[src/rtl/tetris_game_ctrl.sv]
`default_nettype none
// ============================================================================
// Module   : tetris_game_ctrl
// Brief    : Main game sequencer: board reset, spawn, fall, land, clear,
//            pause and game-over, plus gravity timer and line/level counters.
// Revision : 1.0 - initial release
// ============================================================================
module tetris_game_ctrl #(
    parameter int TICK_W          = 20,
    parameter int BASE_PERIOD     = 1000000,
    parameter int PERIOD_STEP     = 50000,
    parameter int MIN_PERIOD      = 50000,
    parameter int LINES_PER_LEVEL = 10,
    parameter int LEVEL_W         = 4,
    parameter int LEVEL_MAX       = 15,
    parameter int LINES_W         = 12
) (
    input  logic               clka,
    input  logic               restart_n,
    input  logic               start,
    input  logic               pause,
    input  logic               gen_done,
    input  logic               game_over,
    input  logic               placed,
    input  logic               clear_done,
    input  logic [2:0]         rows_cleared,
    output logic [2:0]         state,
    output logic [2:0]         old_state,
    output logic               board_clr,
    output logic               gen_req,
    output logic               clear_req,
    output logic               drop_tick,
    output logic [LEVEL_W-1:0] level,
    output logic [LINES_W-1:0] lines
);

    localparam logic [2:0] c_ST_GEN      = 3'b000;
    localparam logic [2:0] c_ST_MOVE     = 3'b001;
    localparam logic [2:0] c_ST_LAND     = 3'b010;
    localparam logic [2:0] c_ST_CLEAR    = 3'b011;
    localparam logic [2:0] c_ST_NEWBOARD = 3'b100;
    localparam logic [2:0] c_ST_GAMEOVER = 3'b101;
    localparam logic [2:0] c_ST_PAUSE    = 3'b110;

    // Sized to hold LINES_PER_LEVEL-1 plus a maximal 4-row clear
    localparam int c_LIL_W  = $clog2(LINES_PER_LEVEL + 4);
    localparam int c_LSUM_W = LINES_W + 1;

    localparam logic [63:0]          c_BASE      = 64'(BASE_PERIOD);
    localparam logic [63:0]          c_STEP      = 64'(PERIOD_STEP);
    localparam logic [63:0]          c_MIN       = 64'(MIN_PERIOD);
    localparam logic [c_LIL_W-1:0]   c_LPL       = c_LIL_W'(LINES_PER_LEVEL);
    localparam logic [LEVEL_W-1:0]   c_LEVEL_MAX = LEVEL_W'(LEVEL_MAX);
    localparam logic [LEVEL_W-1:0]   c_LEVEL_ONE = LEVEL_W'(1);
    localparam logic [TICK_W-1:0]    c_TICK_ONE  = TICK_W'(1);

    logic [2:0]         r_state;
    logic [2:0]         r_old_state;
    logic [2:0]         w_next_state;
    logic [TICK_W-1:0]  r_tick_cnt;
    logic [LEVEL_W-1:0] r_level;
    logic [LINES_W-1:0] r_lines;
    logic [c_LIL_W-1:0] r_lines_in_level;

    logic [63:0]         w_step_total;
    logic [63:0]         w_period;
    logic                w_tick_hit;
    logic [2:0]          w_rows_eff;
    logic [c_LSUM_W-1:0] w_lines_sum;
    logic [LINES_W-1:0]  w_lines_next;
    logic [c_LIL_W-1:0]  w_lil_sum;
    logic                w_level_up;
    logic [c_LIL_W-1:0]  w_lil_next;
    logic [LEVEL_W-1:0]  w_level_next;

    // Period arithmetic is done in 64 bits so the subtraction cannot wrap
    always_comb begin
        w_step_total = 64'(r_level) * c_STEP;
        if (c_BASE > w_step_total + c_MIN) begin
            w_period = c_BASE - w_step_total;
        end else begin
            w_period = c_MIN;
        end
        w_tick_hit = (64'(r_tick_cnt) == (w_period - 64'd1));
    end

    always_comb begin
        w_rows_eff   = (rows_cleared > 3'd4) ? 3'd4 : rows_cleared;
        w_lines_sum  = c_LSUM_W'(r_lines) + c_LSUM_W'(w_rows_eff);
        w_lines_next = w_lines_sum[LINES_W] ? '1 : w_lines_sum[LINES_W-1:0];
        w_lil_sum    = r_lines_in_level + c_LIL_W'(w_rows_eff);
        w_level_up   = (w_lil_sum >= c_LPL);
        w_lil_next   = w_level_up ? (w_lil_sum - c_LPL) : w_lil_sum;
        w_level_next = (w_level_up && (r_level != c_LEVEL_MAX)) ?
                       (r_level + c_LEVEL_ONE) : r_level;
    end

    always_comb begin
        w_next_state = r_state;
        case (r_state)
            c_ST_NEWBOARD: w_next_state = c_ST_GEN;
            c_ST_GEN: begin
                if (gen_done) begin
                    w_next_state = game_over ? c_ST_GAMEOVER : c_ST_MOVE;
                end
            end
            c_ST_MOVE: begin
                if (game_over) begin
                    w_next_state = c_ST_GAMEOVER;
                end else if (placed) begin
                    w_next_state = c_ST_LAND;
                end else if (pause) begin
                    w_next_state = c_ST_PAUSE;
                end
            end
            c_ST_PAUSE: begin
                if (!pause) begin
                    w_next_state = c_ST_MOVE;
                end
            end
            c_ST_LAND:  w_next_state = game_over ? c_ST_GAMEOVER : c_ST_CLEAR;
            c_ST_CLEAR: begin
                if (clear_done) begin
                    w_next_state = c_ST_GEN;
                end
            end
            c_ST_GAMEOVER: begin
                if (start) begin
                    w_next_state = c_ST_NEWBOARD;
                end
            end
            default: w_next_state = c_ST_NEWBOARD;
        endcase
    end

    always_ff @(posedge clka) begin
        if (!restart_n) begin
            r_state     <= c_ST_NEWBOARD;
            r_old_state <= c_ST_NEWBOARD;
        end else begin
            r_old_state <= r_state;
            r_state     <= w_next_state;
        end
    end

    // Tick counter restarts in LAND so a shorter post-level-up period is safe
    always_ff @(posedge clka) begin
        if (!restart_n || (r_state == c_ST_NEWBOARD)) begin
            r_tick_cnt       <= '0;
            r_level          <= '0;
            r_lines          <= '0;
            r_lines_in_level <= '0;
        end else begin
            case (r_state)
                c_ST_MOVE: r_tick_cnt <= w_tick_hit ? '0 : (r_tick_cnt + c_TICK_ONE);
                c_ST_LAND: r_tick_cnt <= '0;
                c_ST_CLEAR: begin
                    if (clear_done) begin
                        r_lines          <= w_lines_next;
                        r_lines_in_level <= w_lil_next;
                        r_level          <= w_level_next;
                    end
                end
                default: begin
                end
            endcase
        end
    end

    assign state     = r_state;
    assign old_state = r_old_state;
    assign board_clr = (r_state == c_ST_NEWBOARD);
    assign gen_req   = (r_state == c_ST_GEN);
    assign clear_req = (r_state == c_ST_CLEAR);
    assign drop_tick = (r_state == c_ST_MOVE) && w_tick_hit;
    assign level     = r_level;
    assign lines     = r_lines;

endmodule
`default_nettype wire

[config.mk]
export PLATFORM = sky130hd
export DESIGN_NAME = tetris_game_ctrl
export DESIGN_NICKNAME = d
export VERILOG_FILES = /design/src/rtl/tetris_game_ctrl.sv
export SDC_FILE = /design/constraint.sdc
export NUM_CORES = 1
export LEC_CHECK = 0
export BUFFER_PORTS_ARGS = -buffer_cell sky130_fd_sc_hd__buf_2
export CAP_MARGIN = 20
export CORE_MARGIN = 4
export CORE_UTILIZATION = 60
export DETAILED_ROUTE_END_ITERATION = 10
export GPL_ROUTABILITY_DRIVEN = 0
export PLACE_DENSITY_LB_ADDON = 0.05
export SYNTH_ARGS = -nofsm -noshare
export SYNTH_HDL_FRONTEND = slang
export SYNTH_SLANG_ARGS = --single-unit
export TNS_END_PERCENT = 30
[constraint.sdc]
create_clock -name clka -period 16 [get_ports clka]
set_input_delay 1.6 -clock clka [delete_from_list [all_inputs] [get_ports clka]]
set_output_delay 1.6 -clock clka [all_outputs]
set_load 0.01 [all_outputs]
Word level (Yosys, flattened, before mapping)
Index checks and enable logic that the tools add are counted.
{"block": "totals", "regBits": 46, "in_bits": 11, "out_inout_bits": 26, "elab_cells": 56}
{"block": "classes", "add_sub_neg": 8, "mul": 1, "magnitude_cmp": 3, "n_eq_ne": 13, "n_mux": 16, "reduce_logical": 9}
{"op": "$eq A20 B64 Y1", "n": 1}
{"op": "$mux W64", "n": 1}
{"op": "$sub A64 B1 Y64 const B", "n": 1}
{"op": "$pmux W20 S2", "n": 1}
{"op": "$mux W3", "n": 10}
{"op": "$add A20 B16 Y21 const B", "n": 1}
{"op": "$gt A20 B21 Y1 const A", "n": 1}
{"op": "$pmux W3 S7", "n": 1}
{"op": "$sub A20 B20 Y21 const A", "n": 1}
{"op": "$add A20 B1 Y20 const B", "n": 1}
{"op": "$mux W20", "n": 1}
{"op": "$mul A4 B12 Y16 const B", "n": 1}
{"op": "$add A12 B3 Y13", "n": 1}
{"op": "$mux W12", "n": 1}
{"op": "$eq A3 B3 Y1 const B", "n": 3}
{"op": "$ne A2 B2 Y1 const B", "n": 4}
{"op": "$ne A4 B4 Y1 const B", "n": 2}
{"op": "$eq A3 B2 Y1 const B", "n": 2}
{"op": "$reduce_and A5 Y1", "n": 1}
{"op": "$add A4 B1 Y4 const B", "n": 1}
{"op": "$add A4 B3 Y4", "n": 1}
{"op": "$ge A4 B4 Y1 const B", "n": 1}
{"op": "$mux W4", "n": 1}
{"op": "$sub A4 B4 Y4 const B", "n": 1}
{"op": "other kinds (9)", "n": 10}

Depth between registers and ports, before layout
Gate-level depths: netlist (run 1).
{"block": "depth", "ltp_word": 8, "mapped_depth": 29, "depth_no_buf": 26}

Least setup slack after synthesis (run 1)
Ideal clock, no wire load.
{"block": "synth_path", "path_type": "register to output", "startpoint": "register r_level[2] (netlist: level[2])", "endpoint": "output drop_tick", "arrival_ns": 6.091, "t_required_ns": 14.400, "setup_slack_ns": 8.309, "path_stages_with_launch": 27, "path_buffers": 2, "cell_sequence": "dfxtp_1 > inv_1 > ha_1 > ha_1 > ha_1 > buf_4 > and3_1 > a221oi_2 > xor2_2 > or3_1 > or3_1 > a31oi_4 > nor2_4 > nor2_1 > ha_1 > o2111a_1 > o22ai_1 > or2_2 > or4_1 > o211a_1 > a31oi_1 > o221ai_1 > a21oi_1 > nor2_1 > nand4_1 > buf_2 > inv_1"}
{"block": "synth_between", "elab_chain_cells": 7, "word_cells_on_any_way": 8, "cone_classes": "3 x add/sub; 1 x mul; 1 x order compare; 1 x eq/ne; 1 x mux; 1 x reduce/logical"}
{"item": "start: declaration", "line": "61", "text": "logic [LEVEL_W-1:0] r_level;"}
{"item": "start signal: assignment", "line": "161", "text": "r_level <= w_level_next;"}
{"item": "$mul A4 B12 Y16 (*)", "line": "78", "text": "w_step_total = 64'(r_level) * c_STEP;"}
{"item": "$add A20 B16 Y21", "line": "79", "text": "if (c_BASE > w_step_total + c_MIN) begin"}
{"item": "$gt A20 B21 Y1", "line": "79"}
{"item": "$mux W64 (*)", "line": "79"}
{"item": "$sub A64 B1 Y64 (*)", "line": "84", "text": "w_tick_hit = (64'(r_tick_cnt) == (w_period - 64'd1));"}
{"item": "$eq A20 B64 Y1 (*)", "line": "84"}
{"item": "$logic_and A1 B1 Y1 (*)", "line": "175", "text": "assign drop_tick = (r_state == c_ST_MOVE) && w_tick_hit;"}
{"item": "end: declaration", "line": "32", "text": "output logic drop_tick,"}
Mark *: on every way between the ends. The rest lies on a longest branch, timed or not.

Worst setup path after layout (run 1)
Same ends and word-level chain as after synthesis.

==> impl_metrics.py, run 1 <==
metrics = {
    "global_routing": {
        "grt_pass1_vias": 4546,
        "grt_pass1_wl_um": 21000,
        "antenna_found_initial": 0,
        "grt_usage": 0.249,
        "grt-ovfl-total": 0,
        "grt_max_degree": 31,
    },
    "drt": {
        "routed_wl_um": 12400,
        "met1_length_um": 5790,
        "routedWlPerCell_um": 15.6,
        "met2_length_um": 5830,
        "viasPerCell": 6.22,
        "routed.top_layer": "met4",
        "dr.first_iter.drc_count": 244,
        "dr_total_vias": 4935,
        "remaining_drc_errors": 0,
        "ant_nets": 0,
        "first_pass_iters": 5,
        "wl_met3_um": 571,
    },
    "layout": {
        "layout-drive-gt1-share": 0.0972,
        "fin_cells": 794,
        "utilization": 0.661,
        "n_antenna_cell": 0,
        "layout.nets": 744,
        "final_area_um2": 5400,
        "synthToLayoutAreaGrowth_pct": 7.90,
    },
    "floorplan": {
        "ioPinCount": 37,
        "start_util": 0.612,
        "rows": 33,
        "design.die.area_um2": 9870,
        "die_h_um": 99.4,
        "core_area_um2": 8180,
        "die_w_um": 99.4,
    },
    "synth": {
        "synth-seq-cells": 46,
        "synth_ff_type": "dfxtp_1",
        "synthArstFlopShare": 0,
        "syn_inst": 650,
        "synth_area_um2": 5010,
        "seq_area_frac_synth": 0.184,
        "yosysWarningCount": 0,
        "synth_top_area_share": 0.184,
        "synth_edf_count": 0,
        "ys_top_cells_by_count": "nor2_1, dfxtp_1, nand2_1, ha_1, a21oi_1",
        "synth_cell_types": 79,
        "yosysTopAreaCell": "dfxtp_1",
        "synthTopCellsByArea": "dfxtp_1, ha_1, xnor2_1",
        "yosysMostFrequentCell": "nor2_1",
        "syn_avg_cell_area_um2": 7.70,
    },
    "clocking": {
        "clkSlewWorstSetupHoldPaths_ns": 0.08,
        "cts_max_level": 2,
        "cts-root-buf": "clkbuf_8",
        "clk_latency_ns": 0.30,
        "clk_path_buf_depth": 2,
        "cts_sinks": 46,
        "ctsResizeCount": 0,
        "cts_hold_buf": 0,
        "post_cts_buffers": 0,
        "cts_tree": "yes",
        "cts_made_buffers": 5,
    },
    "setup_path": {
        "r2r-start": "level[2]",
        "arrival_ns": 7.32,
        "start_kind": "flop",
        "r2r_end": "r_tick_cnt[14]",
        "critPathKind": "flop to primary output",
        "startpoint": "level[2]",
        "endpoint_kind": "primary output",
        "crit_path_max_fanout": 13,
        "crit_required_ns": 14.40,
        "reg2reg_depth": 24,
        "endpoint": "drop_tick",
        "r2r_slack_ns": 8.75,
    },
    "placed_design": {
        "hpwl_um": 9630,
        "dpl-instance-area_um2": 5290,
        "port_buffers": 36,
        "placedCellCount": 786,
    },
    "timing": {
        "setup_violations": 0,
        "hold_viol_final": 0,
        "worst-slew-pin-transition_ns": 1.04,
        "drv_slew": 0,
        "finClkSkew_ns": 0.0136,
        "fmax_mhz": 112,
        "fin_crit_ns": 8.92,
        "max_slew_margin": 0.308,
        "finalCritPeriodShare": 0.558,
        "hold-worst-slack_ns": 0.517,
        "finalSetupTns_ns": 0,
        "grt_setup_unrepaired": "no",
    },
    "status": {
        "status": "finished clean",
    },
    "power_and_ir_drop": {
        "leakagePower_uw": 0.00221,
        "powerDensity_nw_per_um2": 50.8,
        "peakVddDrop_mv": 0.0544,
    },
    "min_path": {
        "hp-class": "flop to flop",
    },
    "run": {
        "drv_cap": 0,
    },
}
## metal layers
| layer | vias up | GRT usage |
|---|---|---|
| met5 | - | 0 |
| met4 | 0 | 0.0473 |
| met3 | 14 | 0.0295 |
| met2 | 135 | 0.419 |
| met1 | 2303 | 0.345 |
| li1 | 2483 | - |
## metrics by stage
step | worst slack (ns) | total power, uW
CTS | 7.14 | 275
global route | 6.42 | 289
floorplan | 8.31 | 172
finish | 7.08 | 275
detailed placement | 7.48 | 187
global placement | 7.70 | 186
## kinds of logic after synthesis
family / synth area share
other: 0.000749
AND/OR/NAND/NOR: 0.290
buffers and inverters: 0.0492
AO/OA/AOI/OAI: 0.254
flip-flops: 0.184
adder cells (fa/ha/maj): 0.115
XOR/XNOR: 0.0907
multiplexers: 0.0160
## critical path: stages, from the launching register on
cell	delay, ns
dfxtp_1	0.50
inv_1	0.14
ha_1	0.32
ha_1	0.37
ha_1	0.47
a21o_1	0.27
a221oi_2	0.41
xor2_2	0.22
or3_1	0.47
a311oi_1	0.73
nand2_1	0.24
nand2_1	0.13
ha_1	0.24
o2111a_1	0.23
o22ai_1	0.12
or2_2	0.35
or4_1	0.40
o211a_1	0.22
a31oi_1	0.15
o221ai_1	0.17
a21oi_1	0.20
nor2_1	0.07
nand4_1	0.41
inv_1	0.07
buf_2	0.15
## report_power, final
group	switching (uW)	internal (uW)	leakage [uW]	total, uW
combinational	36.8	22.7	0.00178	59.5
sequential	9.03	118	0.000371	127
clock	41.3	46.9	0.0000585	88.1
## placed cells by master, fill, tap and decap left out, types with 8 or more instances in the layout
cell type,n
xor2_1,18
nand2_1,46
and3_1,13
a21oi_1,39
ha_1,43
nor2b_1,9
nand2b_1,13
conb_1,24
nand4_1,28
mux2i_1,8
and2_1,9
nand3_1,32
nor3_1,14
xnor2_1,32
dfxtp_1,46
o31ai_1,10
a21o_1,13
o211ai_1,9
a211oi_1,12
nor2_1,52
o21ai_0,25
inv_1,30
buf_2,36
## worst min-delay path by stage
stage	start	to	slack, ns	depth (start not counted)
6_report	r_lines_in_level[0]	r_lines_in_level[0]	0.52	2
5_1_grt	r_lines_in_level[0]	r_lines_in_level[0]	0.56	2
4_1_cts	r_lines_in_level[2]	r_lines_in_level[2]	0.52	2
3_5_place_dp	r_lines_in_level[2]	r_lines_in_level[2]	0.50	2
3_3_place_gp	r_lines_in_level[2]	r_lines_in_level[2]	0.48	2
2_1_floorplan	r_tick_cnt[7]	r_tick_cnt[7]	0.46	1
## state kept, by name, summed over array words and instances (netlist names)
| name | cells |
|---|---|
| r_lines_in_level | 4 |
| state | 3 |
| level | 4 |
| old_state | 3 |
| r_tick_cnt | 20 |
| lines | 12 |
## layout make-up
class,instances,area (um^2)
tap,105,131
clock inverter,3,43.8
sequential,46,921
inverter,30,113
multi-input combinational,567,3930
fill,695,2770
timing repair buffer,38,195
clock buffer,5,68.8
Power figures use the tool's default switching activity.
==> inputs of run 2 (changes only) <==
--- a/config.mk
+++ b/config.mk
@@ -5,6 +5,7 @@
 export SDC_FILE = /design/constraint.sdc
 export NUM_CORES = 1
 export LEC_CHECK = 0
+export ABC_AREA = 1
 export BUFFER_PORTS_ARGS = -buffer_cell sky130_fd_sc_hd__buf_2
 export CAP_MARGIN = 20
 export CORE_MARGIN = 4
==> constraint.sdc (replaced) <==
create_clock -name clka -period 9.3 [get_ports clka]
set_input_delay 0.93 -clock clka [delete_from_list [all_inputs] [get_ports clka]]
set_output_delay 0.93 -clock clka [all_outputs]
set_load 0.01 [all_outputs]
==> run 2 against run 1 <==
Effect of this change:
- total power rose by 62%
- utilization rose by 0.29 points
- clock-buffer cell count rose by 1
- non-clock buffer count fell by 1
- global-route usage fell by 0.25 points
- sequential power rose by 67%
- critical path type unchanged
- largest cell class unchanged
==> impl_metrics.py, run 2 <==
metrics = {
    "clocking": {
        "ctsResizeCount": 0,
        "post_cts_buffers": 0,
        "clkSlewWorstSetupHoldPaths_ns": 0.08,
        "clk_path_buf_depth": 2,
        "cts_made_buffers": 5,
        "cts_hold_buf": 0,
        "cts-root-buf": "clkbuf_8",
        "clk_latency_ns": 0.30,
        "cts_max_level": 2,
        "cts_sinks": 46,
        "cts_tree": "yes",
    },
    "setup_path": {
        "critPathKind": "flop to primary output",
        "arrival_ns": 5.70,
        "crit_required_ns": 8.37,
        "r2r_slack_ns": 3.87,
        "worst_path_most_repeated_cell": "nand2_1",
        "start_kind": "flop",
        "endpoint_kind": "primary output",
        "cpPeakStageDelay_ns": 0.52,
        "crit_path_max_fanout": 34,
        "cpMaxStageDelayCell": "dfxtp_1",
        "r2r_end": "r_tick_cnt[19]",
        "reg2reg_depth": 32,
        "r2r-start": "level[2]",
    },
    "layout": {
        "seq_area_um2": 921,
        "most-common-layout-cells": "nand2_1, inv_1, nand3_1, nor2_1, dfxtp_1",
        "mostFrequentLayoutCell": "nand2_1",
        "largest_register_ffs": 20,
        "synthToLayoutAreaGrowth_pct": 7.95,
        "largest_register": "r_tick_cnt",
        "fillers": 780,
        "n_antenna_cell": 0,
        "layout-drive-gt1-share": 0.156,
        "layout.nets": 919,
        "multi_input_area_um2": 3650,
    },
    "floorplan": {
        "die_w_um": 99.8,
        "start_util": 0.615,
        "rows": 33,
        "die_h_um": 99.8,
        "core_area_um2": 8220,
        "ioPinCount": 37,
        "design.die.area_um2": 9950,
    },
    "drt": {
        "routed_wl_um": 12100,
        "remaining_drc_errors": 0,
        "first_pass_iters": 5,
        "viasPerCell": 5.35,
        "dr_total_vias": 5180,
        "ant_nets": 0,
        "dr.first_iter.drc_count": 227,
        "routedWlPerCell_um": 12.5,
    },
    "timing": {
        "finalSetupTns_ns": 0,
        "finalCritPeriodShare": 0.713,
        "fmax_mhz": 151,
        "worst-slew-pin-transition_ns": 0.662,
        "drv_slew": 0,
        "setup_violations": 0,
        "max_slew_margin": 0.556,
        "grt_setup_unrepaired": "no",
        "hold_viol_final": 0,
        "finClkSkew_ns": 0.00846,
        "layout_setup_ws_ns": 2.67,
        "fin_crit_ns": 6.63,
    },
    "global_routing": {
        "grtUsageMet1": 0.316,
        "grt_pass1_vias": 4851,
        "grt-ovfl-total": 0,
        "grtUsageMet2": 0.435,
        "grt_busiest_layer": "met2",
        "grt_max_degree": 35,
        "grt_use_met3": 0.0231,
        "antenna_found_initial": 0,
        "grt_usage": 0.246,
        "grt_pass1_wl_um": 20900,
    },
    "synth": {
        "yosysMostFrequentCell": "nand2_1",
        "synth_top_area_share": 0.182,
        "ys_top_cells_by_count": "nand2_1, inv_1, nand3_1, nor2_1, dfxtp_1",
        "yosysTopAreaCell": "dfxtp_1",
        "yosysWarningCount": 0,
        "synth_edf_count": 0,
        "synth_area_um2": 5050,
        "syn_avg_cell_area_um2": 6.24,
        "synthTopCellsByArea": "dfxtp_1, nand2_1, ha_1",
        "syn_inst": 810,
        "seq_area_frac_synth": 0.182,
        "synth_ff_type": "dfxtp_1",
        "synthArstFlopShare": 0,
        "synth_cell_types": 44,
        "synth-seq-cells": 46,
    },
    "min_path": {
        "hold_end": "r_lines_in_level[0]",
        "whs_path_depth": 2,
        "holdCritStartpoint": "r_lines_in_level[0]",
        "hp-class": "flop to flop",
    },
    "status": {
        "status": "finished clean",
    },
    "placed_design": {
        "pre_cts_ws_ns": 3.05,
        "port_buffers": 36,
        "hpwl_um": 9660,
    },
    "power_and_ir_drop": {
        "peakVddDrop_mv": 0.164,
        "leakagePower_uw": 0.00271,
        "powerDensity_nw_per_um2": 81.5,
    },
    "run": {
        "drv_cap": 0,
    },
}
## run 2: cell types whose count changed in the layout (fill, tap and decap cells not counted), moves of 16 or more
cell and change:
inv_1 +82, nand2_2 +31, a21oi_2 +21, xnor2_1 -24, nand2_1 +172, nand3_1 +36, a21oi_1 -16
## run 2: cell type report
| class | count | share of cell area |
|---|---|---|
| Clock buffer | 6 | 0.0151 |
| Clock inverter | 2 | 0.00229 |
| Inverter | 125 | 0.0860 |
| Multi-Input combinational cell | 648 | 0.669 |
| Sequential cell | 46 | 0.169 |
| Tap cell | 105 | 0.0241 |
| Timing Repair Buffer | 37 | 0.0344 |
## run 2: worst max-delay path by stage
stage | slack [ns] | start | endpoint
after floorplan | 3.92 | level[2] | drop_tick
after global placement | 3.21 | level[2] | drop_tick
after detailed placement | 3.05 | level[2] | drop_tick
after CTS | 2.69 | level[2] | drop_tick
after global routing | 2.13 | level[2] | drop_tick
final | 2.67 | level[2] | drop_tick
## run 2: kinds of logic after synthesis
| family | after synthesis | share of synthesized area |
|---|---|---|
| buffers and inverters | 139 | 0.113 |
| other | 1 | 0.000742 |
| xor gates and xnor gates | 34 | 0.0632 |
| adders and majority gates | 45 | 0.114 |
| DFF | 46 | 0.182 |
| AOI/OAI and AO/OA | 94 | 0.119 |
| and+or+nand+nor | 451 | 0.407 |
## run 2: critical path, delay by kind of cell, from the launching register on
family,cells,cell delay (ns)
simple gates,24,3.04
fa+ha+maj,4,1.29
flops,1,0.52
buf+inv,3,0.38
xor+xnor,1,0.14
## run 2: metrics by stage
stage	instance area (um^2)	total power, uW	hold WS [ns]	util	cells
global route	5450	471	0.506	0.664	969
CTS	5450	446	0.485	0.664	969
finish	5450	445	0.483	0.664	969
detailed placement	5360	320	0.472	0.652	961
floorplan	5140	289	0.450	-	833
global placement	5360	318	0.461	0.652	961
## run 2: metal layers
layer / vias up / share of wire / wire, um
met5: - / 0 / 0
met4: 0 / 0.018 / 220
met3: 18 / 0.052 / 628
met2: 139 / 0.47 / 5720
met1: 2333 / 0.46 / 5510
li1: 2690 / - / -
## run 2: report_power, final
part | internal (uW) | switching, uW | leakage, uW
sequential | 204 | 8.19 | 0.000371
combinational | 30.0 | 75.1 | 0.00229
clock | 59.8 | 67.9 | 0.0000472
